## src/rtl/ap_ctrl_pkg.sv

```systemverilog
// Shared types and default widths for the ap_ctrl_chain stimulus driver.
package ap_ctrl_pkg;

    localparam int unsigned CNT_W = 16;
    localparam int unsigned CYC_W = 32;
    localparam int unsigned DLY_W = 8;

    typedef enum logic [1:0] {
        IDLE   = 2'd0,
        ISSUE  = 2'd1,
        DRAIN  = 2'd2,
        FINISH = 2'd3
    } state_t;

    typedef logic [CNT_W-1:0] count_t;
    typedef logic [CYC_W-1:0] cyc_t;

endpackage

```

## src/rtl/ap_continue_throttle.sv

```systemverilog
// Holds each ap_done un-acknowledged for a programmed number of cycles before raising
// ap_continue, and counts the acknowledged dones.
module ap_continue_throttle
    import ap_ctrl_pkg::*;
#(
    parameter int unsigned CNT_W = ap_ctrl_pkg::CNT_W,
    parameter int unsigned DLY_W = ap_ctrl_pkg::DLY_W
) (
    input  logic             ap_clk,
    input  logic             ap_rst_n,
    input  logic             i_clear,
    input  logic [DLY_W-1:0] i_clear_delay,
    input  logic [DLY_W-1:0] i_reload_delay,
    input  logic             i_busy,
    input  logic             i_done,
    input  logic [CNT_W-1:0] i_started_cnt,
    output logic             o_continue,
    output logic             o_ack,
    output logic             o_illegal_done,
    output logic [CNT_W-1:0] o_done_cnt
);

    logic [DLY_W-1:0] r_dcnt;
    logic [CNT_W-1:0] r_done_cnt;
    logic             w_done_legal;

    // A done with no outstanding start is flagged and otherwise ignored.
    assign w_done_legal   = i_busy && i_done && (r_done_cnt != i_started_cnt);
    assign o_illegal_done = i_busy && i_done && (r_done_cnt == i_started_cnt);
    assign o_continue     = i_busy && (r_dcnt == '0);
    assign o_ack          = w_done_legal && (r_dcnt == '0);
    assign o_done_cnt     = r_done_cnt;

    always_ff @(posedge ap_clk or negedge ap_rst_n) begin
        if (!ap_rst_n) begin
            r_dcnt     <= '0;
            r_done_cnt <= '0;
        end else if (i_clear) begin
            r_dcnt     <= i_clear_delay;
            r_done_cnt <= '0;
        end else if (o_ack) begin
            r_dcnt     <= i_reload_delay;
            r_done_cnt <= r_done_cnt + CNT_W'(1);
        end else if (w_done_legal) begin
            r_dcnt     <= r_dcnt - DLY_W'(1);
        end
    end

endmodule

```

## src/rtl/ap_ctrl_chain_driver.sv

```systemverilog
// Stimulus-side ap_ctrl_chain master: issues a programmed number of ap_start handshakes,
// throttles ap_continue, and raises finish once every done has been acknowledged.
module ap_ctrl_chain_driver
    import ap_ctrl_pkg::*;
#(
    parameter int unsigned CNT_W = ap_ctrl_pkg::CNT_W,
    parameter int unsigned CYC_W = ap_ctrl_pkg::CYC_W,
    parameter int unsigned DLY_W = ap_ctrl_pkg::DLY_W
) (
    input  logic             ap_clk,
    input  logic             ap_rst_n,
    input  logic             enable,
    input  logic [CNT_W-1:0] num_trans,
    input  logic [DLY_W-1:0] cont_delay,
    output logic             dut_ap_start,
    input  logic             dut_ap_ready,
    input  logic             dut_ap_done,
    output logic             dut_ap_continue,
    output logic [CNT_W-1:0] started_cnt,
    output logic [CNT_W-1:0] done_cnt,
    output logic [CYC_W-1:0] run_cycles,
    output logic             busy,
    output logic             finish,
    output logic             protocol_err
);

    state_t           r_state;
    state_t           w_state_nxt;
    logic [CNT_W-1:0] r_num;
    logic [DLY_W-1:0] r_delay;
    logic [CNT_W-1:0] r_started;
    logic [CYC_W-1:0] r_cycles;
    logic             r_start;
    logic             r_err;

    logic             w_busy;
    logic             w_run_start;
    logic             w_hs;
    logic             w_last_start;
    logic             w_ack;
    logic             w_illegal_done;
    logic             w_all_done;
    logic [CNT_W-1:0] w_done_cnt;

    assign w_busy       = (r_state == ISSUE) || (r_state == DRAIN);
    assign w_run_start  = (r_state == IDLE) && enable;
    assign w_hs         = r_start && dut_ap_ready && (r_state == ISSUE);
    assign w_last_start = w_hs && (r_started == r_num - CNT_W'(1));
    // True when done_cnt equals N after this cycle's acknowledge is applied.
    assign w_all_done   = (w_done_cnt == r_num) ||
                          (w_ack && (w_done_cnt == r_num - CNT_W'(1)));

    ap_continue_throttle #(
        .CNT_W(CNT_W),
        .DLY_W(DLY_W)
    ) u_throttle (
        .ap_clk        (ap_clk),
        .ap_rst_n      (ap_rst_n),
        .i_clear       (w_run_start),
        .i_clear_delay (cont_delay),
        .i_reload_delay(r_delay),
        .i_busy        (w_busy),
        .i_done        (dut_ap_done),
        .i_started_cnt (r_started),
        .o_continue    (dut_ap_continue),
        .o_ack         (w_ack),
        .o_illegal_done(w_illegal_done),
        .o_done_cnt    (w_done_cnt)
    );

    always_comb begin
        w_state_nxt = r_state;
        unique case (r_state)
            IDLE: begin
                if (enable) begin
                    w_state_nxt = (num_trans == '0) ? FINISH : ISSUE;
                end
            end
            ISSUE: begin
                if (w_last_start) begin
                    w_state_nxt = w_all_done ? FINISH : DRAIN;
                end
            end
            DRAIN: begin
                if (w_all_done) begin
                    w_state_nxt = FINISH;
                end
            end
            FINISH: begin
                if (!enable) begin
                    w_state_nxt = IDLE;
                end
            end
            default: w_state_nxt = IDLE;
        endcase
    end

    always_ff @(posedge ap_clk or negedge ap_rst_n) begin
        if (!ap_rst_n) begin
            r_state   <= IDLE;
            r_num     <= '0;
            r_delay   <= '0;
            r_started <= '0;
            r_cycles  <= '0;
            r_start   <= 1'b0;
            r_err     <= 1'b0;
        end else begin
            r_state <= w_state_nxt;
            if (w_run_start) begin
                r_num     <= num_trans;
                r_delay   <= cont_delay;
                r_started <= '0;
                r_cycles  <= '0;
                r_start   <= (num_trans != '0);
            end else begin
                if (w_hs) begin
                    r_started <= r_started + CNT_W'(1);
                end
                if (w_last_start) begin
                    r_start <= 1'b0;
                end
                if (w_busy && (r_cycles != '1)) begin
                    r_cycles <= r_cycles + CYC_W'(1);
                end
            end
            if (w_illegal_done || ((r_state == IDLE) && (dut_ap_done || dut_ap_ready))) begin
                r_err <= 1'b1;
            end
        end
    end

    assign dut_ap_start = r_start;
    assign started_cnt  = r_started;
    assign done_cnt     = w_done_cnt;
    assign run_cycles   = r_cycles;
    assign busy         = w_busy;
    assign finish       = (r_state == FINISH);
    assign protocol_err = r_err;

endmodule

```

## config.mk

```make
export PLATFORM = sky130hd
export DESIGN_NAME = ap_ctrl_chain_driver
export DESIGN_NICKNAME = d
export VERILOG_FILES = /design/src/rtl/ap_ctrl_pkg.sv /design/src/rtl/ap_continue_throttle.sv /design/src/rtl/ap_ctrl_chain_driver.sv
export SDC_FILE = /design/constraint.sdc
export NUM_CORES = 1
export LEC_CHECK = 0
export BUFFER_PORTS_ARGS = -buffer_cell sky130_fd_sc_hd__buf_4
export CAP_MARGIN = 20
export CORE_ASPECT_RATIO = 1.4
export CORE_MARGIN = 2
export CORE_UTILIZATION = 42
export DETAILED_ROUTE_END_ITERATION = 16
export PLACE_DENSITY = 0.67
export SYNTH_ARGS = -nofsm -noshare
export SYNTH_HDL_FRONTEND = slang
export SYNTH_SLANG_ARGS = --single-unit
```

## constraint.sdc

```tcl
create_clock -name ap_clk -period 7 [get_ports ap_clk]
set_input_delay 0.7 -clock ap_clk [delete_from_list [all_inputs] [get_ports ap_clk]]
set_output_delay 0.7 -clock ap_clk [all_outputs]
set_load 0.005 [all_outputs]
```

# ---- Word level (Yosys, flattened, before mapping)
# Index checks and enable logic that the tools add are counted.
dict set report op_classes {
  n_addsub 5
  eq_ne 13
  mux 18
  reduce_logical 26
}
# cell count
set ops {}
lappend ops {{== test 16 bit} 4}
lappend ops {{two-way mux 16 bit} 4}
lappend ops {{two-way mux 32 bit} 2}
lappend ops {{adder 16 x 1 -> 16 bit, second input constant} 2}
lappend ops {{adder 32 x 1 -> 32 bit, second input constant} 1}
lappend ops {{!= test 32 bit, second input constant} 1}
lappend ops {{two-way mux 8 bit} 3}
lappend ops {{zero test 16 bit} 1}
lappend ops {{!= test 16 bit} 1}
lappend ops {{nonzero test 16 bit} 1}
lappend ops {{subtractor 16 x 1 -> 16 bit, second input constant} 1}
lappend ops {{logical AND 1 bit} 12}
lappend ops {{two-way mux 2 bit} 5}
lappend ops {{zero test 8 bit} 1}
lappend ops {{!= test 2 bit, second input constant} 4}
lappend ops {{case mux 2 bit (4 select lines)} 1}
lappend ops {{nonzero test 2 bit} 4}
lappend ops {{subtractor 8 x 1 -> 8 bit, second input constant} 1}
lappend ops {{== test 2 bit, second input constant} 2}
lappend ops {{logical OR 1 bit} 4}
lappend ops {{AND reduction 4 bit} 1}
lappend ops {{two-way mux 1 bit} 3}
lappend ops {{nonzero test 3 bit} 1}
lappend ops {{== test 2 x 1 -> 1 bit, second input constant} 1}
lappend ops {{zero test 2 bit} 1}
dict set report totals {
  register_bits 100
  input_bits 29
  out_inout_bits 69
  elab_cells 71
}

# ---- Longest topological paths before layout
# Gate-level depths: netlist (run 1).
dict set report depth {
  ltp_word 10
  ltp_mapped 11
  mapped_depth_nobuf 10
}

# ---- By module
# A second synthesis (run 1) with hierarchy kept.
dict set report unflattened {
  hier_cells 686
  hier_area_um2 6431.2
}
# mod instances cells_per_inst area_each_um2 seq_area_each_um2
set by_module_without_submodules {}
lappend by_module_without_submodules {ap_ctrl_chain_driver 1 494 4722.0 1901.8}
lappend by_module_without_submodules {ap_continue_throttle 1 192 1709.1 600.6}

# ---- Least setup slack after synthesis (run 1)
# Ideal clock, no wire load.
dict set report synth_timing {
  path_kind {register -> output}
  start {register u_throttle.r_dcnt[0]}
  end {output dut_ap_continue}
  arrival_ns 1.997
  required_ns 6.300
  setup_slack_ns 4.303
  stages_incl_launch_ff 6
  n_path_buf 0
  path_cell_list {dfrtp_1 -> inv_1 -> ha_1 -> or4b_4 -> nor4_1 -> and2_1}
}
dict set report synth_between {
  elab_chain_len 2
}
# item line_no
set synth_rtl {}
lappend synth_rtl {{from (decl)} ap_continue_throttle.sv:23} ;# logic [DLY_W-1:0] r_dcnt;
lappend synth_rtl {{from (signal assigned)} ap_continue_throttle.sv:39} ;# r_dcnt <= i_clear_delay;
lappend synth_rtl {{from (signal assigned)} ap_continue_throttle.sv:42} ;# r_dcnt <= i_reload_delay;
lappend synth_rtl {{from (signal assigned)} ap_continue_throttle.sv:45} ;# r_dcnt <= r_dcnt - DLY_W'(1);
lappend synth_rtl {{zero test 8 bit} ap_continue_throttle.sv:30} ;# assign o_continue = i_busy && (r_dcnt == '0);
lappend synth_rtl {{logical AND 1 bit} ap_continue_throttle.sv:30}
lappend synth_rtl {{to (decl)} ap_ctrl_chain_driver.sv:18} ;# output logic dut_ap_continue,
# No other way between the ends.

# ---- Worst setup path in the final report (run 1)
dict set report layout_timing {
  start {register r_num[0]}
  end {register r_state[0]}
}
dict set report layout_between {
  elab_chain_len 7
  elab_cells_between_ends 13
  classes_between {add/sub (1); eq/ne (5); mux (3); reduce/logical (4)}
}
# item line_no
set layout_rtl {}
lappend layout_rtl {{from (decl)} ap_ctrl_chain_driver.sv:29} ;# logic [CNT_W-1:0] r_num;
lappend layout_rtl {{from (signal assigned)} ap_ctrl_chain_driver.sv:110} ;# r_num <= num_trans;
lappend layout_rtl {{subtractor 16 x 1 -> 16 bit} {ap_ctrl_chain_driver.sv:48, ap_ctrl_chain_driver.sv:51}}
lappend layout_rtl {{== test 16 bit} ap_ctrl_chain_driver.sv:51} ;# (w_ack && (w_done_cnt == r_num - CNT_W'(1)));
lappend layout_rtl {{logical AND 1 bit} ap_ctrl_chain_driver.sv:51}
lappend layout_rtl {{logical OR 1 bit} ap_ctrl_chain_driver.sv:50} ;# assign w_all_done = (w_done_cnt == r_num) ||
lappend layout_rtl {{two-way mux 1 bit} ap_ctrl_chain_driver.sv:81} ;# w_state_nxt = w_all_done ? FINISH : DRAIN;
lappend layout_rtl {{two-way mux 2 bit} ap_ctrl_chain_driver.sv:80} ;# if (w_last_start) begin
lappend layout_rtl {{case mux 2 bit (4 select lines)} ap_ctrl_chain_driver.sv:73} ;# unique case (r_state)
lappend layout_rtl {{to (signal assigned)} ap_ctrl_chain_driver.sv:108} ;# r_state <= w_state_nxt;
lappend layout_rtl {{to (decl)} ap_ctrl_chain_driver.sv:27} ;# state_t r_state;
# Several ways; a longest one is shown, not always the timed one. The select of a mux whose other input is x is not followed.
# A chain may end at the register's enable or synchronous reset.

==> results of run 1 <==
[per-layer routing]
layer	part of all wire	wire, microns
met3	0.037	601
met4	0.026	424
met5	0	0
met1	0.42	6833
met2	0.51	8232
[synthesized netlist by cell type, types with 9 or more instances]
| cell | number |
|---|---|
| a21oi_1 | 16 |
| nand2_1 | 121 |
| nand4_1 | 26 |
| xnor2_1 | 61 |
| inv_1 | 15 |
| and3_1 | 16 |
| nand3_1 | 21 |
| ha_1 | 9 |
| dfrtp_1 | 100 |
| o21ai_0 | 21 |
| nor4_1 | 16 |
| clkbuf_1 | 30 |
| xor2_1 | 53 |
| and4_1 | 9 |
| nor3_1 | 17 |
| nor2_1 | 86 |
[worst reg2reg max path: cells and delay by family, from the launching register on]
kind	cells	cell delay [ps]
compound gates	5	1270
fa+ha+maj	1	250
buf+inv	1	110
flops	1	450
simple gates	3	1240
[stage by stage]
step | total power (W) | std cells | hold WS [ps]
after floorplan | 0.001570 | 721 | 404.4
after global placement | 0.001748 | 967 | 458.8
after detailed placement | 0.001758 | 967 | 464.8
after CTS | 0.002261 | 983 | 292.8
after global routing | 0.002410 | 983 | 301.1
final | 0.002249 | 983 | 272.9
[worst min-delay path by stage]
stage	end	depth (start not counted)	from
final	u_throttle.r_dcnt[5]$_DFFE_PN0P_	1	ap_rst_n
after global placement	r_delay[3]$_DFFE_PN0P_	2	r_delay[3]$_DFFE_PN0P_
after global routing	u_throttle.r_dcnt[5]$_DFFE_PN0P_	1	ap_rst_n
after floorplan	dut_ap_start$_DFFE_PN0P_	0	ap_rst_n
after CTS	u_throttle.r_dcnt[5]$_DFFE_PN0P_	1	ap_rst_n
after detailed placement	r_delay[2]$_DFFE_PN0P_	2	r_delay[2]$_DFFE_PN0P_
[state kept, by name (all words and copies together) (netlist names)]
name                   count
started_cnt               16
u_throttle.r_dcnt          8
r_num                     16
protocol_err               1
r_delay                    8
r_state                    2
run_cycles                32
dut_ap_start               1
u_throttle.o_done_cnt     16
[cell families (layout without fill, tap and decap cells)]
logic type | after synthesis | in the layout | share of synthesized area
multiplexers | 6 | 6 | 0.009742
adder cells (fa/ha/maj) | 9 | 9 | 0.01789
XOR/XNOR | 115 | 115 | 0.1622
flip-flops | 100 | 100 | 0.3976
buffers and inverters | 59 | 132 | 0.04632
AND/OR/NAND/NOR | 351 | 351 | 0.2789
AO/OA/AOI/OAI | 81 | 81 | 0.08728
[placed cells by master (no fill, tap or decap), drive strengths merged, types with 5 or more instances in the layout]
cell type  netlist  final
mux2i            5      5
or3              7      7
dfrtp          100    100
nand3           21     21
and4            10     10
xor2            53     53
a21oi           16     16
nor3            19     19
inv             15     18
and3            16     16
nor4            18     18
clkbuf          30      9
a31oi            6      6
nor3b            8      8
o21ai           21     21
buf             13    101
nand2          121    121
ha               9      9
nand4           27     27
xnor2           61     61
nor2            86     86
[area by class of cell]
type | instances | area (sq um) | share of cell area
clock buffers | 9 | 225.2 | 0.03064
clock inverters | 7 | 68.82 | 0.009363
inverters | 15 | 56.30 | 0.007661
multi-input cells | 562 | 3502 | 0.4765
flip-flops and latches | 100 | 2502 | 0.3405
well taps | 189 | 236.5 | 0.03218
repair buffers | 101 | 758.2 | 0.1032
[power groups by stage]
stage / Combinational [W] / Sequential, W / Clock (W)
after floorplan: 0.000790 / 0.000780 / 0
after global placement: 0.000869 / 0.000879 / 0
after detailed placement: 0.000876 / 0.000883 / 0
after CTS: 0.000881 / 0.000872 / 0.000507
after global routing: 0.000987 / 0.000892 / 0.000531
final: 0.000878 / 0.000876 / 0.000495
==> flow_metrics.py, run 1 <==
metrics = {
    "clock_network": {
        "cts_resized": 0,
        "postCtsSetupRepairBufs": 0,
        "cts_buffers": 9,
        "ctsLongestPathBuffers": 2,
        "htree_num_levels": 3,
        "clkSinkCount": 100,
        "cts-hold-fix-buffers": 0,
        "cts_tree": "built",
        "cts-root-buf": "clkbuf_16",
        "clk_latency_ps": 350,
        "path_clk_slew_ps": 80,
    },
    "grt": {
        "grt_busiest_layer": "met2",
        "grt_max_degree": 104,
        "antenna_found_initial": 0,
        "grt_pass1_wl_microns": 26100,
        "first_global_vias": 5130,
        "use_met3": 0.03320,
        "grtUsageMet1": 0.2538,
        "grt_overflow": 0,
        "met2_usage": 0.3554,
        "grt_usage": 0.2059,
    },
    "critical_path": {
        "reg2reg_slack_ps": 3610,
        "worst_setup_path_endpoint": "r_state[0]$_DFFE_PN0P_",
        "setup.worst_path.class": "reg2reg",
        "critPathTopFamily": "compound AO/OA/AOI/OAI gates",
        "ff2ff_path_depth": 10,
        "arrival_ps": 3660,
        "cp.depth": 10,
        "endpoint_kind": "flip-flop",
        "path_cells": "inv_1 > ha_1 > nor3b_2 > nand4_1 > a221o_1 > a21boi_0 > o2111a_1 > nor3b_2 > o31ai_1 > a21boi_1",
        "crit_required_ps": 7280,
        "crit_path_max_incr_delay_ps": 830,
        "critPathBufInv": 1,
        "worstReg2RegEnd": "r_state[0]$_DFFE_PN0P_",
        "timing.rr.start": "r_num[0]$_DFFE_PN0P_",
        "path_max_fanout": 16,
        "cp_common_cell": "nor3b_2",
        "cp_slowest_cell": "nor3b_2",
        "start_kind": "flip-flop",
        "crit_start": "r_num[0]$_DFFE_PN0P_",
    },
    "floorplanning": {
        "core-area_sq_mm": 0.01457,
        "start_util": 0.4318,
        "io_pins": 98,
        "die_x_microns": 107.5,
        "rows": 52,
        "die_y_microns": 148.8,
        "dieArea_sq_mm": 0.01599,
    },
    "logic_synthesis": {
        "seq_area_frac_synth": 0.3976,
        "synth_edf_count": 0,
        "dominantRegCellSynth": "dfrtp_1",
        "synth_top_area_cell": "dfrtp_1",
        "ys_seq_elements": 100,
        "yosys-top-cells-area": "dfrtp_1 40%, xnor2_1 8.5%, xor2_1 7.4%",
        "synth_area_per_cell_sq_um": 8.729,
        "synth.distinct_cells": 72,
        "synth_top_area_frac": 0.3976,
        "synth_warnings": 0,
        "syn-num-nets": 759,
        "syn_area_sq_mm": 0.006294,
        "synthArstFlopShare": 1.000,
        "synthCells": 721,
    },
    "detailed_routing": {
        "avgRoutedWirePerCell_microns": 16.37,
        "drc": 0,
        "dr_total_vias": 5376,
        "dr.pass1.iters": 4,
        "ant_nets": 0,
        "vias_per_cell": 5.469,
        "totalWireLength_microns": 16090,
        "drt_iter0_drc": 246,
    },
    "timing": {
        "rsz0062_at_grt": "no",
        "hold_viol": 0,
        "finalCritPeriodShare": 0.4836,
        "tightest_slew_ps": 1094,
        "tns_ps": 0,
        "maxSlewHeadroom": 0.2704,
        "finalCriticalPeriod_ps": 3385,
        "drv_slew": 0,
        "finalWorstSetupSlack_ps": 3615,
        "fmaxAchievable_ghz": 0.2954,
        "finalSetupViolations": 0,
        "skew_ps": 12.44,
    },
    "layout": {
        "finalInstanceArea_sq_mm": 0.007350,
        "fillCellCount": 1447,
        "diodes": 0,
        "drive_above_1_share": 0.1713,
        "final_net_count": 827,
        "syn2layout_area_growth_pct": 16.78,
        "fin_util": 0.5043,
    },
    "power": {
        "sw_frac_of_total": 0.4176,
        "power_leakage_nw": 3.343,
        "switching_power_w": 0.0009393,
        "combPwrFrac": 0.390,
        "vdd_drop_max_uv": 146.7,
        "pwr-share-clk": 0.220,
        "p_seq_frac": 0.390,
        "intPower_w": 0.001310,
        "power_density_mw_per_mm2": 306.0,
    },
    "placement": {
        "placed_area_sq_mm": 0.007056,
        "globalplace.congestion": 0.9634,
        "dpl_worst_slack_ps": 3703,
        "portBuffers": 97,
        "hpwl_microns": 11640,
    },
    "flow_run": {
        "cap_viol_max_count": 0,
    },
    "status": {
        "outcome": "finished clean",
    },
    "min_path": {
        "min_path_type": "in2async",
    },
}
(Power assumes the default switching activity.)
==> run 2, diff against run 1 <==
Settings changed: PLACE_DENSITY 0.67 to 0.69.
Clock period 7 ns to 2.9 ns, I/O delays scaled along.
==> run 2 against run 1 <==
  * Sequential power is 130% higher
  * Global-route usage is 0.68 points higher
  * Cell area is 4.5% higher
  * Clock skew is 1.2 ps lower
  * Combinational power grew to 2.8 times the previous value
  * Critical path type unchanged
  * Highest routed layer unchanged
==> flow_metrics.py, run 2 (synthesis results as in run 1) <==
metrics = {
    "timing": {
        "drv_slew": 0,
        "maxSlewHeadroom": 0.4270,
        "fin_hold_ws_ps": 39.38,
        "fmaxAchievable_ghz": 0.3583,
        "finalCritPeriodShare": 0.9625,
        "skew_ps": 11.20,
        "tightest_slew_ps": 859.5,
        "hold_viol": 0,
        "finalSetupViolations": 0,
        "finalCriticalPeriod_ps": 2791,
        "finalWorstSetupSlack_ps": 108.7,
    },
    "critical_path": {
        "path_max_fanout": 7,
        "crit_required_ps": 3130,
        "cp_slowest_cell": "or4_1",
        "setup.worst_path.class": "reg2reg",
        "start_kind": "flip-flop",
        "endpoint_kind": "flip-flop",
        "path_cells": "or4_1 > buf_4 > nor3_4 > mux2i_1 > o32a_2 > o2111a_1 > nor3b_2 > o31ai_1 > a21boi_1",
        "arrival_ps": 3020,
        "crit_path_max_incr_delay_ps": 700,
    },
    "clock_network": {
        "cts-root-buf": "clkbuf_16",
        "path_clk_slew_ps": 70,
        "cts_tree": "built",
        "htree_num_levels": 3,
        "ctsLongestPathBuffers": 2,
        "cts-hold-fix-buffers": 0,
        "clkSinkCount": 100,
        "clk_latency_ps": 360,
        "cts_buffers": 9,
    },
    "floorplanning": {
        "die_x_microns": 107.5,
        "rows": 52,
        "io_pins": 98,
        "start_util": 0.4318,
        "dieArea_sq_mm": 0.01599,
        "core-area_sq_mm": 0.01457,
        "die_y_microns": 148.8,
    },
    "layout": {
        "fillCellCount": 1433,
        "multi_input_area_sq_mm": 0.003531,
        "diodes": 0,
        "final_cell_mix": "135 x buf_4, 121 x nand2_1, 100 x dfrtp_1",
        "drive_above_1_share": 0.2096,
        "final_net_count": 863,
        "largest_reg_flops": 32,
        "ff_latch_area_sq_mm": 0.002502,
        "mostFrequentLayoutCell": "buf_4",
        "syn2layout_area_growth_pct": 22.03,
    },
    "grt": {
        "grt_max_degree": 67,
        "grt_usage": 0.2127,
        "grt_pass1_wl_microns": 27160,
        "first_global_vias": 5273,
        "grt_overflow": 0,
        "antenna_found_initial": 0,
    },
    "flow_run": {
        "cap_viol_max_count": 0,
    },
    "power": {
        "power_density_mw_per_mm2": 741.9,
        "power_leakage_nw": 3.546,
        "vdd_drop_max_uv": 316.3,
    },
    "min_path": {
        "min_path_type": "in2async",
    },
    "detailed_routing": {
        "vias_per_cell": 5.395,
        "dr_total_vias": 5497,
        "ant_nets": 0,
        "drc": 0,
        "dr.pass1.iters": 7,
        "drt_iter0_drc": 341,
        "avgRoutedWirePerCell_microns": 16.29,
        "totalWireLength_microns": 16600,
    },
    "placement": {
        "hpwl_microns": 12310,
        "globalplace.congestion": 0.9571,
        "dpl_worst_slack_ps": 49.16,
        "portBuffers": 97,
    },
    "status": {
        "outcome": "finished clean",
    },
}
[run 2: worst max-delay path, delay by kind of cell, from the launching register on]
family / cells / cell delay, ps
simple gates: 3 / 1090
flops: 1 / 420
buf+inv: 1 / 220
compound gates: 4 / 810
mux: 1 / 120
[run 2: routing by layer]
layer  up-vias  wire length, microns  global-route usage
li1       2698                     -                   -
met1      2645                  7065              0.2698
met2       126                  8369              0.3633
met3        28                   721             0.03233
met4         0                   444             0.08333
met5         -                     0                   0
[run 2: area by class of cell]
| type | count | share of cell area |
|---|---|---|
| Clock inverter | 7 | 0.009775 |
| Clock buffer | 9 | 0.02933 |
| Sequential cell | 100 | 0.3258 |
| Multi-Input combinational cell | 562 | 0.4598 |
| Inverter | 15 | 0.007331 |
| Tap cell | 189 | 0.03079 |
| Timing Repair Buffer | 137 | 0.1372 |
[run 2: worst paths after layout]
| kind | startpoint | endpoint | slack (ps) | cells past startpoint |
|---|---|---|---|---|
| max | r_num[1]$_DFFE_PN0P_ | r_state[0]$_DFFE_PN0P_ | 110 | 9 |
| min | ap_rst_n | protocol_err$_DFFE_PN0P_ | 40 | 1 |
| max reg2reg | r_num[1]$_DFFE_PN0P_ | r_state[0]$_DFFE_PN0P_ | 110 | 9 |
| min reg2reg | r_delay[5]$_DFFE_PN0P_ | r_delay[5]$_DFFE_PN0P_ | 470 | 2 |
| max in group asynchronous | ap_rst_n | run_cycles[5]$_DFFE_PN0P_ | 2160 | 2 |
| min in group ap_clk | num_trans[11] | r_num[11]$_DFFE_PN0P_ | 140 | 3 |
[run 2: what timing repair did]
action / in CTS / in global routing
resized for setup: 0 / 4
setup buffers: 0 / 3
endpoints found under the setup margin: 0 / 8
[run 2: report_power, final]
part / switching, W / internal (W)
combinational: 0.00142 / 0.00108
clock: 0.000592 / 0.000613
sequential: 0.000325 / 0.00166
[run 2: metrics by stage]
step                      total power, W  utilization  setup TNS [ps]  instances  area, sq um
after global placement          0.004430       0.5028               0       1000         7328
final                           0.005698       0.5270               0       1019         7680
after CTS                       0.005702       0.5234               0       1016         7629
after floorplan                 0.003790            -               0        721         6294
after detailed placement        0.004462       0.5028               0       1000         7328
after global routing            0.006113       0.5270          -7.225       1019         7680
==> run 3, diff against run 2 <==
Settings changed: MAX_ROUTING_LAYER set to met4.
==> run 3 against run 2 <==
  * Critical endpoint is now r_state[1]$_DFFE_PN0P_
  * Power is 1.7% higher
  * Die area stayed put
  * Setup slack better by 2.3 ps
  * Largest power group unchanged
  * Global-route usage is 0.90 points higher
  * Sequential share of layout area is 0.24 points lower
  * Wire length is 1.8% higher
  * Flip-flop and latch count stayed put
==> flow_metrics.py, run 3 (synthesis results as in run 1) <==
metrics = {
    "critical_path": {
        "start_kind": "flip-flop",
        "endpoint_kind": "flip-flop",
        "crit_path_max_incr_delay_ps": 540,
        "arrival_ps": 3050,
        "path_max_fanout": 4,
        "cp_slowest_cell": "or4_4",
        "reg2reg_slack_ps": 110,
        "crit_required_ps": 3160,
        "crit_start": "u_throttle.r_dcnt[1]$_DFFE_PN0P_",
        "setup.worst_path.class": "reg2reg",
        "timing.rr.start": "u_throttle.r_dcnt[1]$_DFFE_PN0P_",
        "worst_setup_path_endpoint": "r_state[1]$_DFFE_PN0P_",
        "worstReg2RegEnd": "r_state[1]$_DFFE_PN0P_",
        "ff2ff_path_depth": 9,
        "path_cells": "inv_1 > ha_4 > or4b_4 > or4_4 > a2111oi_4 > o2111a_1 > nor3b_2 > nor2_2 > mux2i_1",
    },
    "detailed_routing": {
        "avgRoutedWirePerCell_microns": 16.53,
        "ant_nets": 0,
        "dr_total_vias": 5567,
        "drc": 0,
        "vias_per_cell": 5.447,
        "totalWireLength_microns": 16900,
        "drt_iter0_drc": 304,
        "dr.pass1.iters": 5,
    },
    "grt": {
        "grt_max_degree": 54,
        "antenna_found_initial": 0,
        "grt_usage": 0.2218,
        "grt_pass1_wl_microns": 27330,
        "grt_overflow": 0,
        "first_global_vias": 5346,
    },
    "floorplanning": {
        "rows": 52,
        "die_x_microns": 107.5,
        "start_util": 0.4318,
        "dieArea_sq_mm": 0.01599,
        "core-area_sq_mm": 0.01457,
        "io_pins": 98,
        "die_y_microns": 148.8,
    },
    "min_path": {
        "min_path_type": "in2reg",
    },
    "timing": {
        "finalWorstSetupSlack_ps": 111.1,
        "fmaxAchievable_ghz": 0.3586,
        "finalSetupViolations": 0,
        "rsz0062_at_grt": "yes",
        "skew_ps": 10.17,
        "maxSlewHeadroom": 0.5762,
        "hold_viol": 0,
        "finalCritPeriodShare": 0.9617,
        "drv_slew": 0,
        "finalCriticalPeriod_ps": 2789,
        "tightest_slew_ps": 635.7,
    },
    "layout": {
        "drive_above_1_share": 0.2221,
        "mostFrequentLayoutCell": "buf_4",
        "fillCellCount": 1434,
        "ff_latch_area_sq_mm": 0.002502,
        "final_net_count": 866,
        "syn2layout_area_growth_pct": 22.92,
        "stdcell_count": 1022,
        "diodes": 0,
        "largest_reg_flops": 32,
        "multi_input_area_sq_mm": 0.003580,
        "fin_util": 0.5308,
        "final_cell_mix": "138 x buf_4, 121 x nand2_1, 100 x dfrtp_1",
    },
    "clock_network": {
        "cts-root-buf": "clkbuf_16",
        "path_clk_slew_ps": 80,
        "cts_buffers": 9,
        "ctsLongestPathBuffers": 2,
        "htree_num_levels": 3,
        "clkSinkCount": 100,
        "cts_tree": "built",
        "clk_latency_ps": 360,
    },
    "flow_run": {
        "cap_viol_max_count": 0,
    },
    "power": {
        "power_density_mw_per_mm2": 748.8,
        "p_total_w": 0.005793,
        "vdd_drop_max_uv": 359.2,
        "power_leakage_nw": 3.559,
    },
    "placement": {
        "portBuffers": 97,
        "globalplace.congestion": 0.9447,
        "dpl_worst_slack_ps": -58.41,
        "hpwl_microns": 12490,
        "dp.cells": 1001,
    },
    "status": {
        "outcome": "finished clean",
    },
}
==> run 3: cell count changes in the layout (fill, tap and decap cells not counted), sizes merged <==
cell and delta:
buf +2, dlygate4sd3 +1, clkinv +1, inv -1
==> run 3: worst max-delay path: cells and delay by family, from the launching register on <==
kind | cells | cell delay, ps
AND/OR/NAND/NOR | 4 | 1220
AO/OA/AOI/OAI | 2 | 610
flip-flops | 1 | 390
multiplexers | 1 | 240
adder cells (fa/ha/maj) | 1 | 150
buffers and inverters | 1 | 100
==> run 3: through the flow <==
step	setup TNS (ps)	instance area, sq um	hold slack (ps)
after CTS	0	7634	124.2
after global routing	-55.55	7736	131.2
final	0	7736	134.8
after detailed placement	-112.1	7323	355.7
after floorplan	0	6294	-5.591
after global placement	0	7323	351.6
==> run 3: timing repair <==
| item | CTS | global route |
|---|---|---|
| setup buffers | 0 | 4 |
| setup endpoints to repair | 2 | 8 |
| gates resized for setup | 1 | 15 |
| endpoints found under the hold margin | 47 | 0 |
| hold buffers | 1 | 0 |
| pin swaps | 0 | 6 |
==> run 3: cell type report <==
| type | instances | share of cell area |
|---|---|---|
| inverter | 15 | 0.007278 |
| clock inverter | 7 | 0.009057 |
| clock buffer | 9 | 0.02911 |
| multi-input combinational | 562 | 0.4627 |
| sequential | 100 | 0.3235 |
| timing repair buffer | 140 | 0.1378 |
| tap | 189 | 0.03057 |
==> run 3: layer usage <==
layer | GRT usage | share of wire | up-vias
li1 | - | - | 2698
met1 | 0.2640 | 0.41 | 2691
met2 | 0.3741 | 0.51 | 141
met3 | 0.02709 | 0.037 | 37
met4 | 0.1019 | 0.034 | 0
met5 | - | 0 | -
==> run 3: where the power goes <==
part	switching, W	leakage [nW]	internal [W]
Sequential	0.000331	1.32	0.00166
Combinational	0.00147	2.10	0.00112
Clock	0.000599	0.141	0.000605
Total	0.00240	3.56	0.00339
==> run 3: how the worst min path moves through the flow <==
| stage | from | slack, ps | cells past startpoint | endpoint |
|---|---|---|---|---|
| after floorplan | ap_rst_n | -6 | 0 | dut_ap_start$_DFFE_PN0P_ |
| after global placement | ap_rst_n | 350 | 1 | r_delay[6]$_DFFE_PN0P_ |
| after detailed placement | ap_rst_n | 360 | 1 | r_delay[6]$_DFFE_PN0P_ |
| after CTS | num_trans[15] | 120 | 3 | r_num[15]$_DFFE_PN0P_ |
| after global routing | num_trans[7] | 130 | 3 | r_num[7]$_DFFE_PN0P_ |
| final | num_trans[15] | 130 | 3 | r_num[15]$_DFFE_PN0P_ |
